### config.mk
export PLATFORM = sky130hd
export DESIGN_NAME = pipe_buf_reg
export DESIGN_NICKNAME = d
export VERILOG_FILES = /design/src/rtl/pipe_buf_reg.sv
export SDC_FILE = /design/constraint.sdc
export NUM_CORES = 1
export LEC_CHECK = 0
export ABC_AREA = 0
export CAP_MARGIN = 30
export CORE_ASPECT_RATIO = 1.2
export CORE_UTILIZATION = 50
export DETAILED_ROUTE_END_ITERATION = 10
export GPL_TIMING_DRIVEN = 0
export PLACE_DENSITY_LB_ADDON = 0.05
export SYNTH_ARGS = -nofsm -noshare
export SYNTH_HDL_FRONTEND = slang
export SYNTH_SLANG_ARGS = --single-unit
### constraint.sdc
create_clock -name clk -period 8.9 [get_ports clk]
set_input_delay 1.78 -clock clk [delete_from_list [all_inputs] [get_ports clk]]
set_output_delay 1.78 -clock clk [all_outputs]
set_load 0.02 [all_outputs]
### src/rtl/pipe_buf_reg.sv
// Elastic pipeline buffer register: valid/ready payload stage with optional
// 2-entry skid, flush-to-bubble and a saturating stall counter.
module pipe_buf_reg #(
  parameter int unsigned      WIDTH      = 41,
  parameter bit               SKID       = 1'b1,
  parameter logic [WIDTH-1:0] BUBBLE_VAL = '0,
  parameter int unsigned      CNT_W      = 16
) (
  input  logic             clk,
  input  logic             reset,
  input  logic             in_valid,
  input  logic [WIDTH-1:0] in_data,
  output logic             in_ready,
  output logic             out_valid,
  output logic [WIDTH-1:0] out_data,
  input  logic             out_ready,
  input  logic             flush,
  output logic [1:0]       occupancy,
  output logic [CNT_W-1:0] stall_cnt,
  input  logic             stall_clr
);

  localparam logic [CNT_W-1:0] CNT_ONE = {{(CNT_W-1){1'b0}}, 1'b1};

  logic             out_valid_q, out_valid_d;
  logic [WIDTH-1:0] out_data_q, out_data_d;
  logic             skid_valid_q, skid_valid_d;
  logic [WIDTH-1:0] skid_data_q, skid_data_d;
  logic             in_ready_q, in_ready_d;
  logic [CNT_W-1:0] stall_cnt_q, stall_cnt_d;

  logic acc;
  logic load;

  // Without skid the ready path is combinational from downstream; with skid
  // it is fully registered and the spare entry absorbs the extra beat.
  assign in_ready = SKID ? in_ready_q : (out_ready | ~out_valid_q);
  assign acc      = in_valid & in_ready;
  assign load     = ~out_valid_q | out_ready;

  always_comb begin
    out_valid_d  = out_valid_q;
    out_data_d   = out_data_q;
    skid_valid_d = skid_valid_q;
    skid_data_d  = skid_data_q;
    if (flush) begin
      out_valid_d  = 1'b0;
      skid_valid_d = 1'b0;
      out_data_d   = BUBBLE_VAL;
    end else if (load) begin
      if (skid_valid_q) begin
        out_valid_d  = 1'b1;
        out_data_d   = skid_data_q;
        skid_valid_d = acc;
        if (acc) skid_data_d = in_data;
      end else begin
        out_valid_d = acc;
        if (acc) out_data_d = in_data;
      end
    end else if (acc) begin
      skid_valid_d = 1'b1;
      skid_data_d  = in_data;
    end
    in_ready_d = ~skid_valid_d;
  end

  always_comb begin
    stall_cnt_d = stall_cnt_q;
    if (stall_clr) begin
      stall_cnt_d = '0;
    end else if (out_valid_q & ~out_ready & (stall_cnt_q != '1)) begin
      stall_cnt_d = stall_cnt_q + CNT_ONE;
    end
  end

  always_ff @(posedge clk or posedge reset) begin
    if (reset) begin
      out_valid_q  <= 1'b0;
      out_data_q   <= BUBBLE_VAL;
      skid_valid_q <= 1'b0;
      skid_data_q  <= '0;
      in_ready_q   <= 1'b1;
      stall_cnt_q  <= '0;
    end else begin
      out_valid_q  <= out_valid_d;
      out_data_q   <= out_data_d;
      skid_valid_q <= skid_valid_d;
      skid_data_q  <= skid_data_d;
      in_ready_q   <= in_ready_d;
      stall_cnt_q  <= stall_cnt_d;
    end
  end

  assign out_valid = out_valid_q;
  assign out_data  = out_data_q;
  assign stall_cnt = stall_cnt_q;
  assign occupancy = {out_valid_q & skid_valid_q,
                      out_valid_q ^ skid_valid_q};

endmodule

==> flow_metrics.env <==
export IMPL_status="complete, no violations"
export IMPL_num_io_pins=108
export IMPL_yosysSeqAreaShare_pct=52.9
export IMPL_setup_tns_ns=0
export IMPL_whs_path_depth=1
export IMPL_maxSlewViolCount=0
export IMPL_hold_viol=0
export IMPL_p_per_area_nw_per_um2=181
export IMPL_maxCapViolations=0
export IMPL_required_ns=7.12
export IMPL_syn_inst=386
export IMPL_portBuffers=105
export IMPL_r2r_start="in_ready"
export IMPL_cts_root_buf="clkbuf_8"
export IMPL_area_growth_pct=30.1
export IMPL_grt_pass1_vias=3510
export IMPL_grt_first_pass_wirelength_um=17800
export IMPL_ys_types=43
export IMPL_worstHoldStart="skid_data_q[8]"
export IMPL_syn_area_per_cell_um2=12.4
export IMPL_skew_ns=0.0104
export IMPL_core_um2=9180
export IMPL_slew_headroom_pct=47.5
export IMPL_cpPeakStageDelay_ns=0.60
export IMPL_irDropWorstVdd_mv=0.118
export IMPL_grt_remaining_overflow=0
export IMPL_cts_tree="yes"
export IMPL_synthesis_nets=435
export IMPL_nets=552
export IMPL_arrival_ns=1.68
export IMPL_power_w=0.00113
export IMPL_rr_worst_depth=5
export IMPL_grt_use_total_pct=23.1
export IMPL_grt_max_degree=58
export IMPL_wl_um=10800
export IMPL_netlist_top_cells_count="dfrtp_1, nor2_1, a211oi_1, mux2i_1, mux2_4"
export IMPL_clk_pin_slew_ns=0.10
export IMPL_hold_end="skid_data_q[8]"
export IMPL_ys_flop_type="dfrtp_1"
export IMPL_htreeDepth=3
export IMPL_std_cell_rows=38
export IMPL_synth_top_cell_area_share_pct=52.4
export IMPL_drive_gt1_share_pct=16.3
export IMPL_synth_area_um2=4780
export IMPL_postCtsSetupRepairBufs=0
export IMPL_worst_path_max_fanout=4
export IMPL_synthTopCellsByArea="dfrtp_1, mux2_4, mux2i_1, a211oi_1, nor2_1"
export IMPL_clock_latency_ns=0.37
export IMPL_grt_setup_unrepaired="false"
export IMPL_path_class="flop to output port"
export IMPL_drc=0
export IMPL_setup_worst_path_start_class="flop"
export IMPL_post_drt_via_cell_ratio=5.57
export IMPL_hpwl_um=7480
export IMPL_place_congestion=0.768
export IMPL_clockBufferDepth=2
export IMPL_post_route_min_period_ns=3.46
export IMPL_drt_wirelength_per_cell_um=17.3
export IMPL_ys_seq_elements=101
export IMPL_cts_inserted_buffers=9
export IMPL_worstMarginPinSlew_ns=0.787
export IMPL_power_leakage_nw=2.63
export IMPL_ys_warn_count=0
export IMPL_r2r_end="out_data[38]"
export IMPL_timing_hold_ws_ns=0.520
export IMPL_crit_path_top_delay_cell="clkdlybuf4s50_1"
export IMPL_max_freq_ghz=0.289
export IMPL_min_path_type="flop to flop"
export IMPL_cp_num_cells=2
export IMPL_antenna_cells=0
export IMPL_yosysMostFrequentCell="dfrtp_1"
export IMPL_crit_buf_inv=1
export IMPL_endpoint_kind="output port"
export IMPL_ff2ff_setup_slack_ns=6.87
export IMPL_drtIter0Drc=152
export IMPL_cts_sinks=101
export IMPL_async_flop_share_pct=100
export IMPL_num_vias=3495
export IMPL_synth_edff_count=0
export IMPL_drtAntennaViolNets=0
export IMPL_antenna_found_initial=0
export IMPL_final_period_utilization_pct=38.9
export IMPL_cts_resized=0
export IMPL_crit_chain="ha_1, clkdlybuf4s50_1"
export IMPL_dr_pass1_iters=4
export IMPL_die_w_um=91.2
export IMPL_synth_largest_area_cell="dfrtp_1"
export IMPL_setup_violations=0
export IMPL_die_y_um=109
export IMPL_ctsHoldBuffers=0
export IMPL_start_util_pct=52.1
export IMPL_design_die_area_um2=9950
export IMPL_worst_path_dominant_cell_family="buffers and inverters"
## placed cells by master, fill, tap and decap left out, types with 5 or more instances in the layout
master           instances
clkdlybuf4s50_1        105
dfrtp_1                100
nor2_1                  45
mux2i_1                 41
a211oi_1                41
mux2_4                  40
clkbuf_1                15
a21oi_1                 13
nand2_1                  9
clkbuf_8                 9
nand3_1                  8
o31ai_1                  5
or4_1                    5
## registers in the layout, summed over array words and instances, names as in the netlist
name,count
in_ready,1
out_data,41
out_valid,1
skid_data_q,41
skid_valid_q,1
stall_cnt,16
## cell families after synthesis
family | after synthesis | share of synthesized area (%)
DFF | 101 | 52.9
muxes | 85 | 22.1
AOI/OAI and AO/OA | 68 | 9.95
adders and majority gates | 3 | 0.733
buffers and inverters | 32 | 3.33
and+or+nand+nor | 97 | 10.9
## worst max-delay path by stage
stage	to	slack [ns]	from
floorplan	out_data[0]	4.47	reset
global placement	skid_data_q[37]	2.88	reset
detailed placement	out_data[38]	5.14	out_ready
CTS	occupancy[0]	5.41	out_valid
global route	out_data[40]	5.37	out_ready
finish	occupancy[0]	5.44	out_valid
## routing by layer
| metal | track usage [%] | wire length [um] | part of all wire, % | up-vias |
|---|---|---|---|---|
| met3 | 5.02 | 485 | 4.5 | 10 |
| met4 | 7.26 | 135 | 1.2 | 0 |
| met1 | 29.4 | 4700 | 43 | 1760 |
| li1 | - | - | - | 1643 |
| met5 | 0 | 0 | 0 | - |
| met2 | 39.8 | 5510 | 51 | 82 |
## where the power goes
part | switching (W) | leakage, nW | internal [W]
clock network | 0.000169 | 0.101 | 0.000134
logic | 0.000102 | 1.24 | 0.000146
registers | 0.0000436 | 1.29 | 0.000533
## worst reg2reg max path, cell delays in order (launching register included)
cell,delay [ns]
dfstp_2,0.55
nand2_1,0.13
a21oi_2,0.42
clkbuf_1,0.43
nor2_1,0.11
a211oi_1,0.29
## cell type report
cell class,instances,area [um2]
plain buffers,27,140
clock buffers,9,124
clock inverters,7,81.3
fillers,704,2960
inverters,5,21.3
multi-input cells,253,2090
flip-flops and latches,101,2530
well taps,120,150
repair buffers,106,1080
## through the flow
step | util [%] | setup slack (ns) | instances | instance area (um2)
after floorplan | - | 4.47 | 386 | 4780
after global placement | 65.1 | 2.88 | 611 | 5980
after detailed placement | 65.5 | 5.14 | 612 | 6010
after CTS | 67.7 | 5.41 | 628 | 6210
after global routing | 67.7 | 5.37 | 628 | 6210
final | 67.7 | 5.44 | 628 | 6210
Note: power is estimated with default switching activity, not from simulation.
